## src/rtl/wb_if.sv

```systemverilog
// wb_if: MEM/WB, data-memory read and register-file write signals of the write-back stage
interface wb_if #(parameter int DATA_SIZE = 32, parameter int CNT_SIZE = 32);
  logic                 mem_valid;
  logic                 mem_reg_write;
  logic                 mem_to_reg;
  logic [4:0]           mem_rd_addr;
  logic [DATA_SIZE-1:0] mem_alu_result;
  logic [2:0]           mem_funct3;
  logic [DATA_SIZE-1:0] dm_rdata;
  logic                 dm_rvalid;
  logic                 wb_stall;
  logic                 write_reg;
  logic [4:0]           rd_addr;
  logic [DATA_SIZE-1:0] write_data;
  logic [CNT_SIZE-1:0]  retire_cnt;
  modport slave (
    input  mem_valid, mem_reg_write, mem_to_reg, mem_rd_addr, mem_alu_result, mem_funct3,
           dm_rdata, dm_rvalid,
    output wb_stall, write_reg, rd_addr, write_data, retire_cnt
  );
  modport master (
    output mem_valid, mem_reg_write, mem_to_reg, mem_rd_addr, mem_alu_result, mem_funct3,
           dm_rdata, dm_rvalid,
    input  wb_stall, write_reg, rd_addr, write_data, retire_cnt
  );
endinterface

```

## src/rtl/wb_stage.sv

```systemverilog
// wb_stage: write-back stage retiring ALU results and extended load data into the register file
module wb_stage #(
  parameter int DATA_SIZE = 32,
  parameter int CNT_SIZE  = 32
) (
  input logic clk,
  input logic rst,
  wb_if.slave bus
);
  typedef enum logic {IDLE, WAIT_LOAD} state_t;
  state_t               state;
  logic                 ld_we;
  logic [4:0]           ld_rd;
  logic [2:0]           ld_f3;
  logic [1:0]           ld_off;
  logic [7:0]           byte_sel;
  logic [15:0]          half_sel;
  logic [DATA_SIZE-1:0] ext;
  assign bus.wb_stall = state == WAIT_LOAD;
  // select and extend the addressed byte/half of the returned word
  always_comb begin
    byte_sel = bus.dm_rdata[8*ld_off +: 8];
    half_sel = bus.dm_rdata[16*ld_off[1] +: 16];
    ext = ld_f3 == 3'b000 ? {{(DATA_SIZE-8){byte_sel[7]}}, byte_sel} :
          ld_f3 == 3'b100 ? {{(DATA_SIZE-8){1'b0}}, byte_sel} :
          ld_f3 == 3'b001 ? {{(DATA_SIZE-16){half_sel[15]}}, half_sel} :
          ld_f3 == 3'b101 ? {{(DATA_SIZE-16){1'b0}}, half_sel} : bus.dm_rdata;
  end
  // retire ALU ops immediately, hold loads until read data returns
  always_ff @(posedge clk or negedge rst) begin
    if (!rst) begin
      state          <= IDLE;
      ld_we          <= 1'b0;
      ld_rd          <= '0;
      ld_f3          <= '0;
      ld_off         <= '0;
      bus.write_reg  <= 1'b0;
      bus.rd_addr    <= '0;
      bus.write_data <= '0;
      bus.retire_cnt <= '0;
    end else begin
      bus.write_reg <= 1'b0;
      if (state == IDLE) begin
        if (bus.mem_valid && !bus.mem_to_reg) begin
          bus.write_reg  <= bus.mem_reg_write && bus.mem_rd_addr != 5'd0;
          bus.rd_addr    <= bus.mem_rd_addr;
          bus.write_data <= bus.mem_alu_result;
          bus.retire_cnt <= bus.retire_cnt + 1'b1;
        end else if (bus.mem_valid) begin
          ld_we  <= bus.mem_reg_write;
          ld_rd  <= bus.mem_rd_addr;
          ld_f3  <= bus.mem_funct3;
          ld_off <= bus.mem_alu_result[1:0];
          state  <= WAIT_LOAD;
        end
      end else if (bus.dm_rvalid) begin
        bus.write_reg  <= ld_we && ld_rd != 5'd0;
        bus.rd_addr    <= ld_rd;
        bus.write_data <= ext;
        bus.retire_cnt <= bus.retire_cnt + 1'b1;
        state          <= IDLE;
      end
    end
  end
endmodule

```

## src/flat_wrapper.sv

```systemverilog
// flat-port wrapper written by rule: the top's interface ports become plain ports
module wb_stage_flat 
#(
  parameter int DATA_SIZE = 32,
  parameter int CNT_SIZE  = 32
)
  (clk, rst, bus_mem_valid, bus_mem_reg_write, bus_mem_to_reg, bus_mem_rd_addr, bus_mem_alu_result, bus_mem_funct3, bus_dm_rdata, bus_dm_rvalid, bus_wb_stall, bus_write_reg, bus_rd_addr, bus_write_data, bus_retire_cnt);
  wb_if #(.DATA_SIZE(DATA_SIZE), .CNT_SIZE(CNT_SIZE)) bus_i ();
  input logic clk;
  input logic rst;
  input wire logic [$bits(bus_i.mem_valid)-1:0] bus_mem_valid;
  input wire logic [$bits(bus_i.mem_reg_write)-1:0] bus_mem_reg_write;
  input wire logic [$bits(bus_i.mem_to_reg)-1:0] bus_mem_to_reg;
  input wire logic [$bits(bus_i.mem_rd_addr)-1:0] bus_mem_rd_addr;
  input wire logic [$bits(bus_i.mem_alu_result)-1:0] bus_mem_alu_result;
  input wire logic [$bits(bus_i.mem_funct3)-1:0] bus_mem_funct3;
  input wire logic [$bits(bus_i.dm_rdata)-1:0] bus_dm_rdata;
  input wire logic [$bits(bus_i.dm_rvalid)-1:0] bus_dm_rvalid;
  output wire logic [$bits(bus_i.wb_stall)-1:0] bus_wb_stall;
  output wire logic [$bits(bus_i.write_reg)-1:0] bus_write_reg;
  output wire logic [$bits(bus_i.rd_addr)-1:0] bus_rd_addr;
  output wire logic [$bits(bus_i.write_data)-1:0] bus_write_data;
  output wire logic [$bits(bus_i.retire_cnt)-1:0] bus_retire_cnt;
  assign bus_i.mem_valid = bus_mem_valid;
  assign bus_i.mem_reg_write = bus_mem_reg_write;
  assign bus_i.mem_to_reg = bus_mem_to_reg;
  assign bus_i.mem_rd_addr = bus_mem_rd_addr;
  assign bus_i.mem_alu_result = bus_mem_alu_result;
  assign bus_i.mem_funct3 = bus_mem_funct3;
  assign bus_i.dm_rdata = bus_dm_rdata;
  assign bus_i.dm_rvalid = bus_dm_rvalid;
  assign bus_wb_stall = bus_i.wb_stall;
  assign bus_write_reg = bus_i.write_reg;
  assign bus_rd_addr = bus_i.rd_addr;
  assign bus_write_data = bus_i.write_data;
  assign bus_retire_cnt = bus_i.retire_cnt;
  wb_stage #(.DATA_SIZE(DATA_SIZE), .CNT_SIZE(CNT_SIZE)) u_core (.clk(clk), .rst(rst), .bus(bus_i));
endmodule
```

## config.mk

```make
export PLATFORM = sky130hd
export DESIGN_NAME = wb_stage_flat
export DESIGN_NICKNAME = d
export VERILOG_FILES = /design/src/rtl/wb_if.sv /design/src/rtl/wb_stage.sv /design/src/flat_wrapper.sv
export SDC_FILE = /design/constraint.sdc
export NUM_CORES = 1
export LEC_CHECK = 0
export BUFFER_PORTS_ARGS = -buffer_cell sky130_fd_sc_hd__buf_2
export CAP_MARGIN = 30
export CORE_UTILIZATION = 46
export CTS_CLUSTER_DIAMETER = 80
export DETAILED_ROUTE_END_ITERATION = 7
export PLACE_DENSITY = 0.77
export SYNTH_ARGS = -nofsm -noshare
export SYNTH_HDL_FRONTEND = slang
export SYNTH_SLANG_ARGS = --single-unit
```

## constraint.sdc

```tcl
create_clock -name clk -period 1.8 [get_ports clk]
set_input_delay 0.18 -clock clk [delete_from_list [all_inputs] [get_ports clk]]
set_output_delay 0.18 -clock clk [all_outputs]
set_load 0.01 [all_outputs]
```

==> flow_metrics.py, run 1 <==
metrics = {
    "timing": {
        "worstMarginPinSlew_ns": 0.4163,
        "fin_crit_sh_pct": 99.15,
        "fin_skew_ns": 0.01021,
        "drv_slew": 0,
        "maxClockFrequency_mhz": 560.3,
        "tns_ns": 0,
        "setup_violations": 0,
        "min_period_ns": 1.785,
        "finalHoldViolCount": 0,
        "max_slew_margin_pct": 72.25,
        "grt_setup_unrepaired": "yes",
    },
    "worst_setup_path": {
        "crit_fanout": 6,
        "cp_top_family": "simple AND/OR/NAND/NOR gates",
        "worstPathRequired_ns": 2.07,
        "slowest_stage": "a211o_4",
        "crit_type": "reg -> reg",
        "path_cells": "or3b_4, a211o_4, buf_12, nor3_4, xor2_1",
        "cp.buffers_inverters": 1,
        "slowest_delay_ns": 0.41,
        "end_kind": "register",
        "critPathArrivalTime_ns": 2.05,
        "start_kind": "register",
    },
    "pwr": {
        "leakagePower_nw": 2.737,
        "total_power_mw": 6.201,
        "peakVddDrop_mv": 0.4898,
        "p_per_area_nw_per_um2": 1069,
    },
    "logic_synthesis": {
        "synthCells": 433,
        "synthArstFlopShare_pct": 100.0,
        "synth_seq_cells": 82,
        "synth-xor-area-share_pct": 6.284,
        "synth_warnings": 0,
        "avgSynthCellArea_um2": 9.978,
        "synthesis.nets": 512,
        "synthMuxAreaShare_pct": 8.427,
        "synthSimpleGateAreaFrac_pct": 17.14,
        "synth_top_family_by_area": "simple AND/OR/NAND/NOR gates",
        "syn-cell-area_um2": 4320,
        "synth_compound_area_share_pct": 16.25,
        "synth.distinct_cells": 44,
        "synth_edf_count": 0,
        "yosysSeqAreaShare_pct": 47.49,
        "synth_ff_type": "dfrtp_1",
        "synth_adder_area_share_pct": 0.2896,
    },
    "drt": {
        "wl_per_cell_um": 17.77,
        "vias_per_cell": 5.900,
        "wirelength_mm": 12.58,
        "vias": 4177,
        "drtIter0Drc": 282,
        "post-route-drc-count": 0,
        "dr.pass1.iters": 7,
        "drt.antenna.violating_nets": 0,
    },
    "floorplan": {
        "fp.dieW_um": 98.92,
        "coreArea_um2": 8891,
        "die-area_um2": 9784,
        "rows": 34,
        "initial_utilization_pct": 48.59,
        "ioPinCount": 149,
        "die_h_um": 98.92,
    },
    "clock_tree": {
        "root_buffer": "clkbuf_8",
        "path_clk_slew_ns": 0.09,
        "clock_path_buffers": 2,
        "cts_sinks": 82,
        "htree_levels": 3,
        "cts_buffers": 9,
        "tritoncts": "yes",
        "clk_latency_ns": 0.35,
    },
    "status": {
        "status": "complete, no violations",
    },
    "layout": {
        "diodes": 0,
        "layout_common_cells": "buf_2, dfrtp_1, nor2_1",
        "drive_above_1_share_pct": 40.50,
        "area_delta_synth_final_pct": 34.32,
        "top_regs": "u_core.bus.retire_cnt x32, u_core.bus.write_data x32",
        "final_nets": 674,
        "utilization_pct": 65.27,
        "stdcell_area_um2": 5803,
        "fillers": 750,
        "final_common_cell": "buf_2",
    },
    "global_route": {
        "grt_overflow_total": 0,
        "antenna_found_initial": 0,
        "grt_max_degree": 52,
        "grtUsageTotal_pct": 25.22,
        "grt_pass1_wl_mm": 19.49,
        "grt_pass1_vias": 3921,
    },
    "placement": {
        "placed_area_um2": 5348,
        "io_buffers": 148,
        "gp_congestion": 0.8658,
        "dp_hpwl_mm": 8.796,
    },
    "run": {
        "drv_cap": 0,
    },
    "hold_path": {
        "worstHoldPathType": "in -> reg",
    },
}
## kinds of logic (layout without fill, tap and decap cells)
family                   count (synthesis)  after routing
XOR/XNOR                                31             31
adder cells (fa/ha/maj)                  1              1
buffers and inverters                   41            208
multiplexers                            25             25
flip-flops                              82             82
AND/OR/NAND/NOR                        153            153
AO/OA/AOI/OAI                          100            100
## path summary, 6_finish.rpt
kind                                            from                         to  slack [ns]  cells after the start
setup / recovery                 u_core.bus.wb_stall  u_core.bus.retire_cnt[27]        0.02                      5
hold / removal                         bus_dm_rvalid        u_core.bus.wb_stall        0.04                      2
setup reg to reg                 u_core.bus.wb_stall  u_core.bus.retire_cnt[27]        0.02                      5
hold reg to reg            u_core.bus.retire_cnt[31]  u_core.bus.retire_cnt[31]        0.47                      1
max in group asynchronous                        rst   u_core.bus.write_data[2]        1.07                      3
min in group asynchronous                        rst  u_core.bus.write_data[10]        0.35                      3
## worst reg2reg max path: stages, from the launching register on
cell	delay (ns)
dfrtp_1	0.38
or3b_4	0.39
a211o_4	0.41
buf_12	0.17
nor3_4	0.18
xor2_1	0.17
## metal layers
| metal | wire length, um | track usage (%) | up-vias |
|---|---|---|---|
| met5 | 0 | 0 | - |
| met4 | 282 | 8.611 | 0 |
| met3 | 867 | 5.816 | 22 |
| met2 | 5995 | 40.34 | 184 |
| met1 | 5439 | 33.86 | 2049 |
| li1 | - | - | 1922 |
## Yosys cell counts, types with 9 or more instances
| cell | number | area share, % |
|---|---|---|
| nand3_1 | 13 | 1.5 |
| o21ai_0 | 26 | 3.0 |
| clkbuf_1 | 20 | 1.7 |
| xnor2_1 | 13 | 2.6 |
| nor3_1 | 21 | 2.4 |
| nand2_1 | 19 | 1.7 |
| xor2_1 | 18 | 3.6 |
| nor2_1 | 66 | 5.7 |
| nand4_1 | 9 | 1.3 |
| a221oi_1 | 24 | 4.9 |
| dfrtp_1 | 82 | 47 |
| mux2_2 | 11 | 2.9 |
## report_power, final
group	leakage [nW]	switching (mW)	internal [mW]
logic	1.66	1.16	0.981
registers	0.971	0.302	2.24
clock network	0.106	0.722	0.794
total	2.74	2.19	4.01
## layout make-up
cell class                      count  area, um^2  share of cell area, %
Sequential cell                    82        2053                  35.38
Timing Repair Buffer              182        1095                  18.87
Multi-Input combinational cell    310        2253                  38.83
Tap cell                          108       135.1                  2.329
Clock buffer                        9       123.9                  2.135
Inverter                           10       41.29                 0.7115
Clock inverter                      7       101.3                  1.746
## per-stage QoR
stage / hold slack (ns) / setup slack [ns] / cells
floorplan: -0.1156 / 0.005567 / 433
global placement: 0.1880 / -0.3462 / 687
detailed placement: 0.1876 / -0.05779 / 688
CTS: 0.03599 / 0.01110 / 705
global route: 0.04166 / -0.05371 / 708
finish: 0.04427 / 0.01537 / 708
## what timing repair did
item	CTS	global route
setup endpoints to repair	29	47
endpoints found under the hold margin	82	0
pin swaps	1	16
cloned	0	1
hold buffers	1	0
buffers inserted	0	2
gates resized for setup	6	30
No activity file was read; power rests on OpenSTA's default activity.
==> inputs of run 2 (changes only) <==
- CORE_UTILIZATION: 46 -> 47
- CTS_BUF_LIST: not set -> sky130_fd_sc_hd__clkbuf_4 sky130_fd_sc_hd__clkbuf_8
- HOLD_SLACK_MARGIN: not set -> 0.15
- PLACE_DENSITY: 0.77 -> 0.79
==> run 2 against run 1 <==
  * The flow now finishes with violations (design-rule violations, negative setup slack)
  * Core utilization up 3.9 points
  * Non-clock buffer count up 38
  * Global-route usage up 2.3 points
  * Die area down 2.1%
  * Highest routed layer unchanged
  * Clock skew about the same
  * Sequential power about the same
  * Register-to-register slack worse by 0.04 ns
  * Critical endpoint is now u_core.bus.retire_cnt[21]
  * Hold slack better by 0.17 ns
==> flow_metrics.py, run 2 (synthesized netlist as in run 1, its figures left out) <==
metrics = {
    "status": {
        "status": "finished, violations left",
        "violations": "design-rule violations, negative setup slack",
    },
    "run": {
        "drv_cap": 0,
    },
    "global_route": {
        "grtUsageTotal_pct": 27.55,
        "grt_overflow_total": 0,
        "grt_pass1_wl_mm": 20.78,
        "antenna_found_initial": 0,
        "grt_max_degree": 41,
        "grt_pass1_vias": 4267,
    },
    "floorplan": {
        "die-area_um2": 9580,
        "initial_utilization_pct": 49.06,
        "rows": 34,
        "fp.dieW_um": 97.88,
        "die_h_um": 97.88,
        "ioPinCount": 149,
        "coreArea_um2": 8806,
    },
    "timing": {
        "drv_slew": 0,
        "min_period_ns": 1.828,
        "fin_skew_ns": 0.01062,
        "finalHoldViolCount": 0,
        "setup_violations": 1,
        "worstMarginPinSlew_ns": 0.4419,
        "grt_setup_unrepaired": "yes",
        "max_slew_margin_pct": 70.45,
        "setup_slack_ns": -0.02826,
        "maxClockFrequency_mhz": 547.0,
        "fin_crit_sh_pct": 101.6,
    },
    "placement": {
        "io_buffers": 148,
        "placed_cells": 684,
        "dp_hpwl_mm": 8.966,
        "place_ws_ns": -0.1341,
        "gp_congestion": 0.8824,
        "placed_area_um2": 5310,
    },
    "layout": {
        "final_common_cell": "buf_2",
        "area_delta_synth_final_pct": 40.98,
        "ff_latch_area_um2": 2052,
        "stdcell_area_um2": 6091,
        "drive_above_1_share_pct": 35.99,
        "utilization_pct": 69.17,
        "diodes": 0,
        "layout_common_cells": "buf_2, dfrtp_1, nor2_1",
        "multiInputGateArea_um2": 2193,
        "final_cells": 747,
        "final_nets": 713,
        "fillers": 677,
        "top_regs": "u_core.bus.retire_cnt x32, u_core.bus.write_data x32",
    },
    "drt": {
        "drtIter0Drc": 355,
        "vias_per_cell": 5.849,
        "vias": 4369,
        "wirelength_mm": 13.19,
        "post-route-drc-count": 7,
        "drt.antenna.violating_nets": 0,
        "dr.pass1.iters": 8,
        "wl_per_cell_um": 17.65,
    },
    "pwr": {
        "peakVddDrop_mv": 0.5750,
        "total_power_mw": 6.095,
        "leakagePower_nw": 2.797,
        "p_per_area_nw_per_um2": 1001,
    },
    "worst_setup_path": {
        "end_kind": "register",
        "crit_type": "reg -> reg",
        "crit_fanout": 7,
        "slowest_stage": "or3b_4",
        "path_cells": "or3b_4, a211o_4, buf_6, nor3_1, xor2_1",
        "critPathArrivalTime_ns": 2.12,
        "slowest_delay_ns": 0.43,
        "start_kind": "register",
        "rr_worst_depth": 5,
        "worstPathRequired_ns": 2.09,
    },
    "hold_path": {
        "holdPathStages": 3,
        "worstHoldPathType": "in -> reg",
    },
    "clock_tree": {
        "clock_path_buffers": 2,
        "tritoncts": "yes",
        "cts_buffers": 9,
        "root_buffer": "clkbuf_8",
        "clk_latency_ns": 0.37,
        "cts_sinks": 82,
        "path_clk_slew_ns": 0.09,
        "htree_levels": 3,
    },
}
[run 2: final cells by class]
class / count / share of cell area, %
Sequential cell: 82 / 33.69
Timing Repair Buffer: 220 / 24.42
Tap cell: 108 / 2.219
Clock buffer: 9 / 2.034
Multi-Input combinational cell: 311 / 36.01
Inverter: 10 / 0.6163
Clock inverter: 7 / 1.007
[run 2: worst paths after layout]
path,from,end,slack (ns)
worst max-delay path,u_core.bus.wb_stall,u_core.bus.retire_cnt[21],-0.03
worst min-delay path,bus_dm_rdata[23],u_core.bus.write_data[23],0.21
worst max register to register,u_core.bus.wb_stall,u_core.bus.retire_cnt[21],-0.03
worst min register to register,u_core.bus.retire_cnt[31],u_core.bus.retire_cnt[31],0.46
max in group asynchronous,rst,u_core.bus.retire_cnt[25],0.87
min in group asynchronous,rst,u_core.bus.write_data[11],0.29
[run 2: worst max-delay path: cells and delay by family, from the launching register on]
family,cells,cell delay [ns]
xor gates and xnor gates,1,0.16
buffers and inverters,1,0.16
AOI/OAI and AO/OA,1,0.39
and+or+nand+nor,2,0.66
DFF,1,0.39
[run 2: what timing repair did]
item,in CTS,in global routing
buffers inserted,0,1
pin swaps,1,1
hold endpoints to repair,108,0
hold buffers,43,0
cloned,1,2
resized for setup,5,14
setup endpoints to repair,27,41
[run 2: metrics by stage]
| stage | setup TNS (ns) | hold WS, ns |
|---|---|---|
| finish | -0.02826 | 0.2100 |
| global route | -0.3202 | 0.2173 |
| CTS | -0.1360 | 0.1978 |
| detailed placement | -2.307 | 0.1528 |
| global placement | -1.199 | 0.1408 |
| floorplan | 0 | -0.1156 |
[run 2: where the power goes]
part	internal [mW]	switching, mW
clock	0.524	0.750
sequential	2.24	0.334
combinational	1.07	1.18
total	3.83	2.27
[run 2: routing by layer]
| metal | vias to the layer above | wire length (um) | GRT usage [%] |
|---|---|---|---|
| met5 | - | 0 | 0 |
| met4 | 0 | 401 | 12.70 |
| met3 | 38 | 1006 | 5.225 |
| met2 | 238 | 6410 | 45.99 |
| met1 | 2094 | 5368 | 34.71 |
| li1 | 1999 | - | - |
